`src/rtl/complex_avg_pow2.sv`:
```
// complex_avg_pow2: averages windows of 2^LOG2_N complex int16 samples
// (I in [31:16], Q in [15:0]) into one complex int16 result per window.
// AXI-Stream in and out; the input stalls while a result waits for o_tready.
// Optional macro COMPLEX_AVG_POW2_ROUND_EN: add half an LSB of the result
// before the shift (round half toward +inf) instead of plain flooring.
module complex_avg_pow2 #(
   parameter int LOG2_N = 4
) (
   input  logic        clk,
   input  logic        reset,
   input  logic        clear,
   input  logic [31:0] i_tdata,
   input  logic        i_tlast,
   input  logic        i_tvalid,
   output logic        i_tready,
   output logic [31:0] o_tdata,
   output logic        o_tlast,
   output logic        o_tvalid,
   input  logic        o_tready
);

   // Accumulator holds the full sum of a window without overflow.
   localparam int ACC_W = 16 + LOG2_N;
   // One spare count bit keeps the counter legal when LOG2_N is 0.
   localparam int CNT_W = LOG2_N + 1;
   localparam logic [CNT_W-1:0] CNT_LAST = CNT_W'((1 << LOG2_N) - 1);

   typedef enum logic {
      ST_ACCUM  = 1'b0,
      ST_OUTPUT = 1'b1
   } state_t;

   state_t                   r_state;
   logic signed [ACC_W-1:0]  r_acc_i;
   logic signed [ACC_W-1:0]  r_acc_q;
   logic [CNT_W-1:0]         r_count;
   logic                     r_last_seen;
   logic [31:0]              r_tdata;
   logic                     r_tlast;
   logic                     r_tvalid;

   logic signed [15:0]       w_samp_i;
   logic signed [15:0]       w_samp_q;
   logic signed [ACC_W-1:0]  w_sum_i;
   logic signed [ACC_W-1:0]  w_sum_q;
   logic signed [ACC_W-1:0]  w_pre_i;
   logic signed [ACC_W-1:0]  w_pre_q;
   logic [15:0]              w_res_i;
   logic [15:0]              w_res_q;
   logic                     w_accept;

   assign w_samp_i = i_tdata[31:16];
   assign w_samp_q = i_tdata[15:0];

   // Sums including the current beat, so the last beat of a window can be
   // folded into the result in the same cycle it is accepted.
   assign w_sum_i = r_acc_i + ACC_W'(w_samp_i);
   assign w_sum_q = r_acc_q + ACC_W'(w_samp_q);

`ifdef COMPLEX_AVG_POW2_ROUND_EN
   // Half of the divisor; evaluates to zero for LOG2_N = 0.
   localparam logic signed [ACC_W-1:0] RND = ACC_W'((1 << LOG2_N) >> 1);
   assign w_pre_i = w_sum_i + RND;
   assign w_pre_q = w_sum_q + RND;
`else
   assign w_pre_i = w_sum_i;
   assign w_pre_q = w_sum_q;
`endif

   // The mean of int16 samples always fits int16, so dropping the upper
   // bits after the arithmetic shift never wraps.
   assign w_res_i = 16'(w_pre_i >>> LOG2_N);
   assign w_res_q = 16'(w_pre_q >>> LOG2_N);

   assign i_tready = (r_state == ST_ACCUM);
   assign w_accept = i_tvalid && (r_state == ST_ACCUM);

   assign o_tdata  = r_tdata;
   assign o_tlast  = r_tlast;
   assign o_tvalid = r_tvalid;

   // Window accumulation, result capture and output handshake.
   always_ff @(posedge clk or posedge reset) begin
      if (reset) begin
         r_state     <= ST_ACCUM;
         r_acc_i     <= '0;
         r_acc_q     <= '0;
         r_count     <= '0;
         r_last_seen <= 1'b0;
         r_tdata     <= '0;
         r_tlast     <= 1'b0;
         r_tvalid    <= 1'b0;
      end else if (clear) begin
         // Flush wins over everything, including a beat offered this cycle.
         r_state     <= ST_ACCUM;
         r_acc_i     <= '0;
         r_acc_q     <= '0;
         r_count     <= '0;
         r_last_seen <= 1'b0;
         r_tvalid    <= 1'b0;
      end else begin
         case (r_state)
            ST_ACCUM: begin
               if (w_accept) begin
                  if (r_count == CNT_LAST) begin
                     r_tdata     <= {w_res_i, w_res_q};
                     r_tlast     <= r_last_seen | i_tlast;
                     r_tvalid    <= 1'b1;
                     r_acc_i     <= '0;
                     r_acc_q     <= '0;
                     r_count     <= '0;
                     r_last_seen <= 1'b0;
                     r_state     <= ST_OUTPUT;
                  end else begin
                     r_acc_i     <= w_sum_i;
                     r_acc_q     <= w_sum_q;
                     r_count     <= r_count + 1'b1;
                     r_last_seen <= r_last_seen | i_tlast;
                  end
               end
            end
            ST_OUTPUT: begin
               if (o_tready) begin
                  r_tvalid <= 1'b0;
                  r_state  <= ST_ACCUM;
               end
            end
            default: begin
               r_state  <= ST_ACCUM;
               r_tvalid <= 1'b0;
            end
         endcase
      end
   end

endmodule

```
`config.mk`:
```
export PLATFORM = sky130hd
export DESIGN_NAME = complex_avg_pow2
export DESIGN_NICKNAME = d
export VERILOG_FILES = /design/src/rtl/complex_avg_pow2.sv
export SDC_FILE = /design/constraint.sdc
export NUM_CORES = 1
export LEC_CHECK = 0
export CAP_MARGIN = 40
export CORE_UTILIZATION = 50
export CTS_BUF_LIST = sky130_fd_sc_hd__clkbuf_8
export CTS_CLUSTER_DIAMETER = 40
export DETAILED_ROUTE_END_ITERATION = 10
export GPL_TIMING_DRIVEN = 0
export PLACE_DENSITY = 0.8
export RECOVER_POWER = 50
export SKIP_CTS_REPAIR_TIMING = 1
export SYNTH_ARGS = -nofsm -noshare
export SYNTH_HDL_FRONTEND = slang
export SYNTH_SLANG_ARGS = --single-unit
```
`constraint.sdc`:
```
create_clock -name clk -period 6.1 [get_ports clk]
set_input_delay 0.61 -clock clk [delete_from_list [all_inputs] [get_ports clk]]
set_output_delay 0.61 -clock clk [all_outputs]
set_load 0.1 [all_outputs]
```
After elaboration in Yosys (flattened, before gate mapping)
Cells that the tools add are included.
{"block": "totals", "ff_bits": 81, "inputBits": 38, "out_inout_bits": 35, "elab_cells": 50}
{"block": "classes", "add_sub_neg": 3, "n_eq_ne": 5, "muxes": 26, "bitwise": 3, "reduce_logical": 5}
{"op": "$mux 20", "n": 8}
{"op": "$add 20x16->20", "n": 2}
{"op": "$mux 5", "n": 4}
{"op": "$mux 1", "n": 12}
{"op": "$ne 3x2->1 const B", "n": 2}
{"op": "$add 5x1->5 const B", "n": 1}
{"op": "$eq 5x4->1 const B", "n": 1}
{"op": "$pmux 1 s2", "n": 2}
{"op": "$reduce_and 4->1", "n": 1}
{"op": "$ne 3x3->1 const B", "n": 1}
{"op": "$reduce_and 3->1", "n": 1}
{"op": "$ne 2x2->1 const B", "n": 1}
{"op": "$not 1->1", "n": 2}
{"op": "$reduce_and 2->1", "n": 1}
{"op": "$reduce_bool 2->1", "n": 1}
{"op": "$logic_and 1x1->1", "n": 1}
{"op": "$or 1x1->1", "n": 1}

Longest topological paths before layout
{"block": "logic_depth", "depth_word": 5, "mapped_depth": 11}

Worst setup path before layout
Ideal clock, no wire load.
{"block": "synth_timing", "path_kind": "input port to flip-flop", "from": "in i_tdata[16]", "to": "reg r_tdata[28] (netlist: o_tdata[28])", "setup_time_ns": 0.125, "t_arrival_ns": 2.603, "required_ns": 5.975, "slack_ns": 3.372, "stages": 11, "cell_sequence": "ha_1 -> inv_1 -> fa_1 -> nand2b_1 -> a21oi_1 -> nor4b_1 -> o21ai_0 -> a31oi_1 -> o21ai_0 -> xor2_1 -> mux2_2"}
{"block": "synth_between", "elab_chain_len": 1}
{"item": "start, declared", "line_no": "12", "source": "input logic [31:0] i_tdata,"}
{"item": "$add 20x16->20", "line_no": "57", "source": "assign w_sum_i = r_acc_i + ACC_W'(w_samp_i);"}
{"item": "end signal, assigned", "line_no": "106", "source": "r_tdata <= {w_res_i, w_res_q};"}
{"item": "end, declared", "line_no": "38", "source": "logic [31:0] r_tdata;"}
Every way passes these cells.
A chain may end at the register's enable or synchronous reset.

Final worst setup path
Same ends and word-level chain as after synthesis.

==> impl_results.md <==
* Status: finished clean
* Ys Warns at 0
* Clk_lat worst skew at 0.36 ns
* Area occupied by multi-input gates at 0.00264 mm²
* GPL Wtd Cong at 0.871
* R2R Path Start: r_acc_i[0]
* Final Hold Fails at 0
* H-tree depth at 3
* Netlist Area Pre-Place at 0.00480 mm²
* Library cells used by synthesis at 50
* N_diodes at 0
* Final setup viols at 0
* PD cells at 252 mW/mm²
* Port bufs at 72
* CTS max path bufs at 2
* Post-route ant nets at 0
* First-pass DRT Iterations at 4
* Die Height at 100 µm
* Final period utilization at 54.2%
* Worst Max-Slew Pin Slew at 1.33 ns
* Total wire length at 11.6 mm
* Post-synth EDFFs at 0
* DRC Markers at 0
* Startpoint types: input port
* Fin area at 0.00639 mm²
* CP startpoint: i_tdata[16]
* Crit Path Max Fanout at 3
* Gate Count Post-Synth at 456
* Area of the die at 0.0100 mm²
* Largest net degree at the start of global routing at 55
* Wire per inst at 16.3 µm
* Max-Cap Viols at 0
* Grt total ovfl at 0
* Setup_tns at 0 ns
* Vias in the first global route at 4132
* Syn Nets at 535
* RSZ-0062 raised after global routing: false
* Initial antenna violation count at 0
* First-pass GRT wire length at 19.8 mm
* Clock sink total at 81
* Syn Area/Cell at 10.5 µm²
* CP dominant cell by count: o21ai_0
* Area Growth Syn to Fin at 33.1%
* Boundary Pins at 73
* Setup CP Type: in -> reg
* Row cnt at 35
* Routed via count at 3999
* Fin Clk Skew at 0.00662 ns
* Width of the die at 100 µm
* Cell Chain, Critical Path: clkdlybuf4s50_1 -> ha_1 -> inv_1 -> fa_1 -> nand2b_1 -> a21oi_1 -> nor4b_1 -> o21ai_0 -> a31oi_1 -> o21ai_0 -> xor2_1 -> mux2_2
* Hold WC Path Type: reg -> reg
* Final nets at 654
* CP required at 6.35 ns
* Filler cells at 711
* Post-DP HPWL at 8.66 mm
* Worst rel slew slack at 10.7%
* Share of cells above drive strength 1 at 14.1%
* Slowest Stage Delay on Critical Path at 0.52 ns
* Reg area at 0.00203 mm²
* Post-DR vias/cell at 5.64
* Arrival @ worst endpoint at 3.55 ns
* Ys async rst share at 100%
* Worst setup EP type: flop
* Tot GR Track Use at 24.8%
* Clock buffer count from CTS at 9
* Worst path slowest cell: clkdlybuf4s50_1
* Synth Register Bits at 81
* Prevailing post-synth register cell: dfrtp_1
* Register clock-pin slew on the reported worst setup and hold paths at 0.08 ns
* Fmax at 0.303 GHz
* CTS tree: done
* Most frequent cells in the layout: dfrtp_1 (81), clkdlybuf4s50_1 (70), ha_1 (39)
* Initial Util at 51.7%
* Post-layout minimum cycle time at 3.30 ns
* Clk root buf: clkbuf_8
* Most common cell after layout, fill and taps aside: dfrtp_1
* Maximum vdd drop at 0.000112 V
* DR iter-0 viols at 160
* Pleak at 3.06 nW
* Fin. max-slew vios at 0
* Placed Area at 0.00624 mm²
* Core Area at 0.00928 mm²
* Hold path startpoint: r_acc_q[2]
* Seq/Total Area, Yosys at 42.2%
==> power breakdown <==
group	total (W)	internal [W]	leakage (nW)	switching (W)
clock network	0.000486	0.000281	0.124	0.000205
registers	0.000613	0.000582	1.10	0.0000309
logic	0.000513	0.000225	1.83	0.000288
total	0.00161	0.00109	3.06	0.000524
==> synth_stat cells (13+ instances only) <==
library cell | count | share of area (%)
a21o_1 | 17 | 2.7
a21oi_1 | 36 | 3.8
a22o_1 | 31 | 5.7
clkbuf_1 | 13 | 1.0
dfrtp_1 | 81 | 42
ha_1 | 39 | 10
inv_1 | 20 | 1.6
mux2_2 | 28 | 6.6
nand2_1 | 34 | 2.7
nor2_1 | 17 | 1.3
o21ai_0 | 18 | 1.9
xnor2_1 | 22 | 4.0
xor2_1 | 15 | 2.7
==> critical path: cells and delay by family <==
kind	cells	cell delay, ns
AO/OA/AOI/OAI	4	1.14
buffers and inverters	2	0.57
adder cells (fa/ha/maj)	2	0.55
AND/OR/NAND/NOR	2	0.29
multiplexers	1	0.27
XOR/XNOR	1	0.12
==> flip-flops by register name, indices dropped and copies added (netlist names) <==
| register | count |
|---|---|
| r_count | 5 |
| r_acc_i | 20 |
| r_state | 1 |
| o_tlast | 1 |
| r_last_seen | 1 |
| r_acc_q | 20 |
| o_tvalid | 1 |
| o_tdata | 32 |
==> kinds of logic after synthesis <==
kind of cell,share of synthesized area [%]
adders and majority gates,11.0
buffers and inverters,2.84
DFF,42.2
muxes,7.09
xor gates and xnor gates,7.09
AOI/OAI and AO/OA,21.1
and+or+nand+nor,8.63
==> per-stage QoR <==
stage / cells / total power [W] / util, % / hold WS [ns] / setup WS [ns]
5_1_grt: 709 / 0.00169 / 68.8 / 0.525 / 2.66
4_1_cts: 709 / 0.00161 / 69.8 / 0.505 / 2.86
6_report: 709 / 0.00161 / 68.8 / 0.496 / 2.80
3_5_place_dp: 693 / 0.00113 / 67.2 / 0.486 / 2.51
3_3_place_gp: 657 / 0.00110 / 61.2 / 0.471 / 2.11
2_1_floorplan: 456 / 0.000999 / - / 0.454 / 3.37
==> layer usage <==
layer  vias to the layer above  GRT usage [%]  share of wire, %
met2                        98           42.8                50
met5                         -              0                 0
li1                       1913              -                 -
met1                      1968           32.2                44
met4                         0           7.80               2.1
met3                        20           4.04               3.7
==> area by class of cell <==
type / instances / area share (%)
buffer: 16 / 0.959
sequential: 81 / 31.7
tap: 129 / 2.53
timing repair buffer: 108 / 18.5
multi-input combinational: 339 / 41.3
inverter: 20 / 1.19
clock inverter: 6 / 1.66
clock buffer: 10 / 2.15
==> worst paths after layout <==
kind	cells past startpoint	to	slack, ns
max	12	o_tdata[28]	2.80
min	2	r_acc_q[2]	0.50
max reg2reg	11	o_tdata[28]	3.24
min reg2reg	2	r_acc_q[2]	0.50
max in group asynchronous	3	r_count[4]	4.31
min in group asynchronous	2	o_tdata[13]	0.99
Power figures use the tool's default switching activity.
